===== src/rtl/alu_seq_pkg.sv =====
// alu_seq_pkg: opcodes, FSM states and flag-register bit positions for the sequential ALU
package alu_seq_pkg;
  localparam int OC_ADD = 0;
  localparam int OC_SUB = 1;
  localparam int OC_XOR = 2;
  localparam int OC_AND = 3;
  localparam int OC_OR  = 4;
  localparam int OC_ADC = 5;
  localparam int OC_SBC = 6;
  localparam int OC_SHL = 7;
  localparam int OC_SHR = 8;
  localparam int OC_MUL = 9;
  typedef enum logic [1:0] {S_IDLE, S_ITER, S_DONE} state_t;
  localparam int F_C = 0;
  localparam int F_Z = 1;
  localparam int F_N = 2;
  localparam int F_V = 3;
  localparam int F_W = 4;
endpackage


===== src/rtl/carry_ripple_adder.sv =====
// carry_ripple_adder: WIDTH-bit ripple-carry adder
//   a_i, b_i : addends
//   carry_i  : carry into bit 0
//   sum_o    : WIDTH-bit sum
//   carry_o  : carry out of the MSB
module carry_ripple_adder #(
  parameter int WIDTH = 4
) (
  input  logic [WIDTH-1:0] a_i,
  input  logic [WIDTH-1:0] b_i,
  input  logic             carry_i,
  output logic [WIDTH-1:0] sum_o,
  output logic             carry_o
);
  logic [WIDTH:0] c;
  assign c[0] = carry_i;
  for (genvar i = 0; i < WIDTH; i++) begin : g_bit
    assign sum_o[i] = a_i[i] ^ b_i[i] ^ c[i];
    assign c[i+1] = (a_i[i] & b_i[i]) | (c[i] & (a_i[i] ^ b_i[i]));
  end
  assign carry_o = c[WIDTH];
endmodule


===== src/rtl/alu_seq.sv =====
// alu_seq: registered ALU with start/valid handshake, carry-chained arithmetic and iterative shift/multiply
//   clk_i, rst_n_i     : clock, asynchronous active-low reset
//   start_i            : request, accepted when start_i & ready_o
//   a_i, b_i, oc_i     : operands and opcode, sampled on accept
//   ready_o, valid_o   : idle indicator, one-cycle completion pulse
//   result_o           : result, held until the next completion
//   result_hi_o        : upper half of the MUL product, 0 otherwise
//   carry_o, zero_o, neg_o, ovf_o, illegal_o : status flags, updated on completion
// Define ALU_MUL_EN to build the iterative shift-add multiplier (opcode 9);
// without it opcode 9 is illegal and result_hi_o is tied to 0.
module alu_seq
  import alu_seq_pkg::*;
#(
  parameter int ALU_BIT_WIDTH        = 4,
  parameter int OPERATION_CODE_WIDTH = 4,
  parameter int SHIFT_CNT_WIDTH      = $clog2(ALU_BIT_WIDTH) + 1
) (
  input  logic                            clk_i,
  input  logic                            rst_n_i,
  input  logic                            start_i,
  input  logic [ALU_BIT_WIDTH-1:0]        a_i,
  input  logic [ALU_BIT_WIDTH-1:0]        b_i,
  input  logic [OPERATION_CODE_WIDTH-1:0] oc_i,
  output logic                            ready_o,
  output logic                            valid_o,
  output logic [ALU_BIT_WIDTH-1:0]        result_o,
  output logic [ALU_BIT_WIDTH-1:0]        result_hi_o,
  output logic                            carry_o,
  output logic                            zero_o,
  output logic                            neg_o,
  output logic                            ovf_o,
  output logic                            illegal_o
);
  localparam int W = ALU_BIT_WIDTH;
  localparam int M = W - 1;
  localparam int CW = SHIFT_CNT_WIDTH;
`ifdef ALU_MUL_EN
  localparam int OC_MAX = OC_MUL;
`else
  localparam int OC_MAX = OC_SHR;
`endif
  state_t state, state_d;
  logic [CW-1:0] cnt, cnt_d, n;
  logic [W-1:0] lo, lo_d, res_d, sum, add_b;
  logic [OPERATION_CODE_WIDTH-1:0] oc_q;
  logic [31:0] op, op_q;
  logic [F_W-1:0] fl;
  logic done, c_d, v_d, ill_d, arith, sub, add_c, add_co, legal, shift;
`ifdef ALU_MUL_EN
  logic [W-1:0] hi, hi_d, mc, rhi_d;
  logic [W:0] psum;
`endif
  assign op = 32'(oc_i);
  assign op_q = 32'(oc_q);
  assign arith = op inside {OC_ADD, OC_SUB, OC_ADC, OC_SBC};
  assign sub = op == OC_SUB || op == OC_SBC;
  assign shift = op == OC_SHL || op == OC_SHR;
  assign legal = op <= OC_MAX;
  assign add_b = sub ? ~b_i : b_i;
  // ADD/SUB seed the chain with the subtract bit; ADC/SBC chain in the stored carry
  assign add_c = (op == OC_ADD || op == OC_SUB) ? sub : fl[F_C];
  // Shifts by W or more still only need W single-bit steps
  assign n = 32'(b_i) > W ? CW'(W) : CW'(b_i);
  carry_ripple_adder #(.WIDTH(W)) u_add (
    .a_i(a_i), .b_i(add_b), .carry_i(add_c), .sum_o(sum), .carry_o(add_co)
  );
  always_comb begin
    state_d = state;
    cnt_d = cnt;
    lo_d = lo;
    done = 1'b0;
    res_d = '0;
    c_d = fl[F_C];
    v_d = 1'b0;
    ill_d = 1'b0;
`ifdef ALU_MUL_EN
    hi_d = hi;
    rhi_d = '0;
    psum = {1'b0, hi} + (lo[0] ? {1'b0, mc} : '0);
`endif
    case (state)
      S_IDLE: if (start_i) begin
        if (shift && n != '0) begin
          state_d = S_ITER;
          cnt_d = n;
          lo_d = a_i;
        end
`ifdef ALU_MUL_EN
        else if (op == OC_MUL) begin
          state_d = S_ITER;
          cnt_d = CW'(W);
          lo_d = b_i;
          hi_d = '0;
        end
`endif
        else begin
          state_d = S_DONE;
          done = 1'b1;
          res_d = arith ? sum : op == OC_XOR ? a_i ^ b_i : op == OC_AND ? a_i & b_i :
                  op == OC_OR ? a_i | b_i : shift ? a_i : '0;
          c_d = arith ? add_co : legal ? 1'b0 : fl[F_C];
          v_d = arith & (a_i[M] == add_b[M]) & (sum[M] != a_i[M]);
          ill_d = !legal;
        end
      end
      S_ITER: begin
        cnt_d = cnt - CW'(1);
        if (op_q == OC_SHL) begin
          lo_d = {lo[M-1:0], 1'b0};
          c_d = lo[M];
        end else if (op_q == OC_SHR) begin
          lo_d = {1'b0, lo[M:1]};
          c_d = lo[0];
        end
`ifdef ALU_MUL_EN
        else begin
          // lo holds the unconsumed multiplier bits; product bits shift in from the top
          {hi_d, lo_d} = {psum, lo[M:1]};
          rhi_d = hi_d;
          c_d = hi_d != '0;
        end
`endif
        if (cnt == CW'(1)) begin
          state_d = S_DONE;
          done = 1'b1;
          res_d = lo_d;
        end
      end
      default: state_d = S_IDLE;
    endcase
  end
  always_ff @(posedge clk_i or negedge rst_n_i)
    if (!rst_n_i) state <= S_IDLE;
    else state <= state_d;
  always_ff @(posedge clk_i or negedge rst_n_i) begin
    if (!rst_n_i) begin
      cnt <= '0;
      lo <= '0;
      oc_q <= '0;
      result_o <= '0;
      fl <= '0;
      illegal_o <= 1'b0;
`ifdef ALU_MUL_EN
      hi <= '0;
      mc <= '0;
      result_hi_o <= '0;
`endif
    end else begin
      cnt <= cnt_d;
      lo <= lo_d;
      if (start_i && state == S_IDLE) oc_q <= oc_i;
      if (done) begin
        result_o <= res_d;
        fl[F_C] <= c_d;
        fl[F_Z] <= res_d == '0;
        fl[F_N] <= res_d[M];
        fl[F_V] <= v_d;
        illegal_o <= ill_d;
      end
`ifdef ALU_MUL_EN
      hi <= hi_d;
      if (start_i && state == S_IDLE) mc <= a_i;
      if (done) result_hi_o <= rhi_d;
`endif
    end
  end
`ifndef ALU_MUL_EN
  assign result_hi_o = '0;
`endif
  assign ready_o = state == S_IDLE;
  assign valid_o = state == S_DONE;
  assign carry_o = fl[F_C];
  assign zero_o = fl[F_Z];
  assign neg_o = fl[F_N];
  assign ovf_o = fl[F_V];
endmodule


===== config.mk =====
export PLATFORM = sky130hd
export DESIGN_NAME = alu_seq
export DESIGN_NICKNAME = d
export VERILOG_FILES = /design/src/rtl/alu_seq_pkg.sv /design/src/rtl/carry_ripple_adder.sv /design/src/rtl/alu_seq.sv
export SDC_FILE = /design/constraint.sdc
export NUM_CORES = 1
export LEC_CHECK = 0
export ABC_AREA = 1
export CELL_PAD_IN_SITES_DETAIL_PLACEMENT = 0
export CELL_PAD_IN_SITES_GLOBAL_PLACEMENT = 1
export CORE_AREA = 2 2 62 79
export CTS_BUF_LIST = sky130_fd_sc_hd__clkbuf_16
export DETAILED_ROUTE_END_ITERATION = 10
export DIE_AREA = 0 0 64 81
export PLACE_DENSITY_LB_ADDON = 0.1
export SKIP_CTS_REPAIR_TIMING = 1
export SLEW_MARGIN = 20
export SYNTH_ARGS = -nofsm -noshare
export SYNTH_HDL_FRONTEND = slang
export SYNTH_SLANG_ARGS = --single-unit

===== constraint.sdc =====
create_clock -name clk_i -period 6.9 [get_ports clk_i]
set_input_delay 0.69 -clock clk_i [delete_from_list [all_inputs] [get_ports clk_i]]
set_output_delay 0.69 -clock clk_i [all_outputs]
set_load 0.01 [all_outputs]

==> metrics.txt <==
slowest CP cell clkdlybuf4s50_1; VDD IR max 0.0874 mV; DP Wirelength 3610 um; Non-Filler Instances 333; Area Overhead vs Synth 19.8%; dominant synthesized flop cell dfrtp_1; Cell variety after synth 32; Rel. slew slack 67.0%; RSZ-0062 raised after global routing false; CP max stage delay 0.47 ns; ANT cells 0; setup TNS 0 ns; CTS tree done; synthesis-stage register bit count 21; largest net degree at the start of global routing 22; Max-Cap Viols 0; Cells after Synth 249; DIE WIDTH 64 um; Startpoint Class input port; initial antenna violation count 0; Hold Crit Class input port to async pin; Worst Setup SP oc_i[2]; Post-DRT Antenna Nets 0; final WL 4410 um; max frequency 243 MHz; routability congestion estimate 0.843; total gr overflow 0; fraction of registers with async set/reset 100%; vias in the first global route 1559; syn avg cell area 7.14 um2; first-pass GRT wire length 7490 um; initial core utilization 39.3%; commonest non-fill, non-tap cell in the layout nand2_1; Post-synth EDFFs 0; Crit. End Element flop; Final Hold Viols 0; commonest non-fill, non-tap cells in the layout nand2_1, inv_1, nor2_1; # rows 28; flop-to-flop setup slack 4.16 ns; # IOs 30; via count 1598; DR WL/cell 13.3 um; detailed-route DRC error count 0; gr usage total 18.8%; CTS clk-pin slew, worst paths 0.05 ns; Critical Path RT 7.09 ns; Initial DRC Count 70; Static Leak 1.07 nW; post-layout util 47.1%; CTS max path bufs 2; PortBufs 25; Chip Height 81 um; crit path cell chain clkdlybuf4s50_1, nor2_1, nand2_1, inv_1, nand2_1, o31ai_2, xor2_1, fa_1, fa_1, inv_1, fa_1, inv_1, fa_1, a21oi_1, nor2_1, o21ai_1, nand2_1, nor2_2, nand3_1, nand2_1; # clock sinks 21; H-tree depth 1; pwr dens 276 mW/mm2; Final Max Slew Viols 0; Num CTS Buffers 3; Worst Tran Pin Value 0.491 ns; final period utilization 59.6%; Root Driver clkbuf_16; die area 0.00518 mm2; WS Path Type input port to flop; Clk Latency, worst-skew pair 0.25 ns; WP depth 20; Pre-antenna DRT Iters 4; Worst Path Buf+Inv 4; Final Skew 0.00572 ns; Cells after DPL 329; area of the mapped netlist 0.00178 mm2; final setup fails 0; status completed; Vias/cell 4.80; crit-path leading delay family adder cells; Yosys Warn Count 0; Critical R2R Launch fl[0]; reg2reg path depth 15; Final Critical Period 4.11 ns; Core ar. 0.00452 mm2; Worst Path Arrival 4.30 ns; NumNets Final 304; post-layout total power 0.587 mW; Crit Path Max Fanout 5; share of layout cells above drive strength 1 7.69%; sequential share of the synthesized area 29.6%
through the flow:
stage	setup WS [ns]	hold slack (ns)	cell area, um2
floorplan	3.36	0.394	1790
global placement	2.62	0.465	2060
detailed placement	2.54	0.467	2060
CTS	2.80	0.482	2140
global route	2.54	0.445	2130
finish	2.79	0.396	2130
worst register-to-register path: stages, from the launching register on:
cell     delay (ns)
dfrtp_1        0.39
inv_1          0.08
o21ai_0        0.11
fa_1           0.39
fa_1           0.36
inv_1          0.08
fa_1           0.15
inv_1          0.05
fa_1           0.46
a21oi_1        0.14
nor2_1         0.05
o21ai_1        0.08
nand2_1        0.08
nor2_2         0.10
nand3_1        0.09
nand2_1        0.06
area by class of cell:
type	instances	area, um2
fillers	479	2390
multi-input cells	180	1040
flip-flops and latches	21	526
repair buffers	25	245
inverters	43	161
clock buffers	3	75.1
well taps	60	75.1
clock inverters	1	3.75
report_power, final:
group | switching, mW | internal, mW
registers | 0.0287 | 0.172
logic | 0.150 | 0.115
clock network | 0.0435 | 0.0772
registers in the layout, summed over array words and instances (netlist names):
register / cells
cnt: 3
fl: 4
illegal_o: 1
lo: 4
oc_q: 4
result_o: 3
state: 2
cell families after synthesis:
family | after synthesis | share of synthesized area [%]
and+or+nand+nor | 116 | 29.2
buffers and inverters | 51 | 12.3
AOI/OAI and AO/OA | 39 | 13.5
DFF | 21 | 29.6
adders and majority gates | 15 | 12.2
xor gates and xnor gates | 6 | 2.96
other | 1 | 0.211
layer usage:
| metal | vias up | global-route usage [%] | part of all wire, % |
|---|---|---|---|
| met4 | 0 | 5.22 | 0.70 |
| met5 | - | 0 | 0 |
| met2 | 32 | 34.7 | 51 |
| met3 | 2 | 1.25 | 2.5 |
| li1 | 833 | - | - |
| met1 | 731 | 23.4 | 46 |
cells in the mapped netlist, types with 5 or more instances:
| library cell | number | share of area (%) |
|---|---|---|
| xor2_1 | 5 | 2.5 |
| ha_1 | 11 | 7.7 |
| buf_4 | 7 | 3.0 |
| nor2_1 | 25 | 5.3 |
| inv_1 | 37 | 7.8 |
| a21oi_1 | 5 | 1.4 |
| nand3_1 | 18 | 5.1 |
| nand2_1 | 57 | 12 |
| dfrtp_1 | 21 | 30 |
| nand4_1 | 5 | 1.8 |
| o21ai_0 | 21 | 5.9 |
final timing paths:
check                          end
setup / recovery             fl[1]
min in group clk_i           fl[1]
setup reg to reg             fl[1]
hold / removal             oc_q[1]
max in group asynchronous    fl[1]
hold reg to reg              fl[1]
Note: power is estimated with default switching activity, not from simulation.
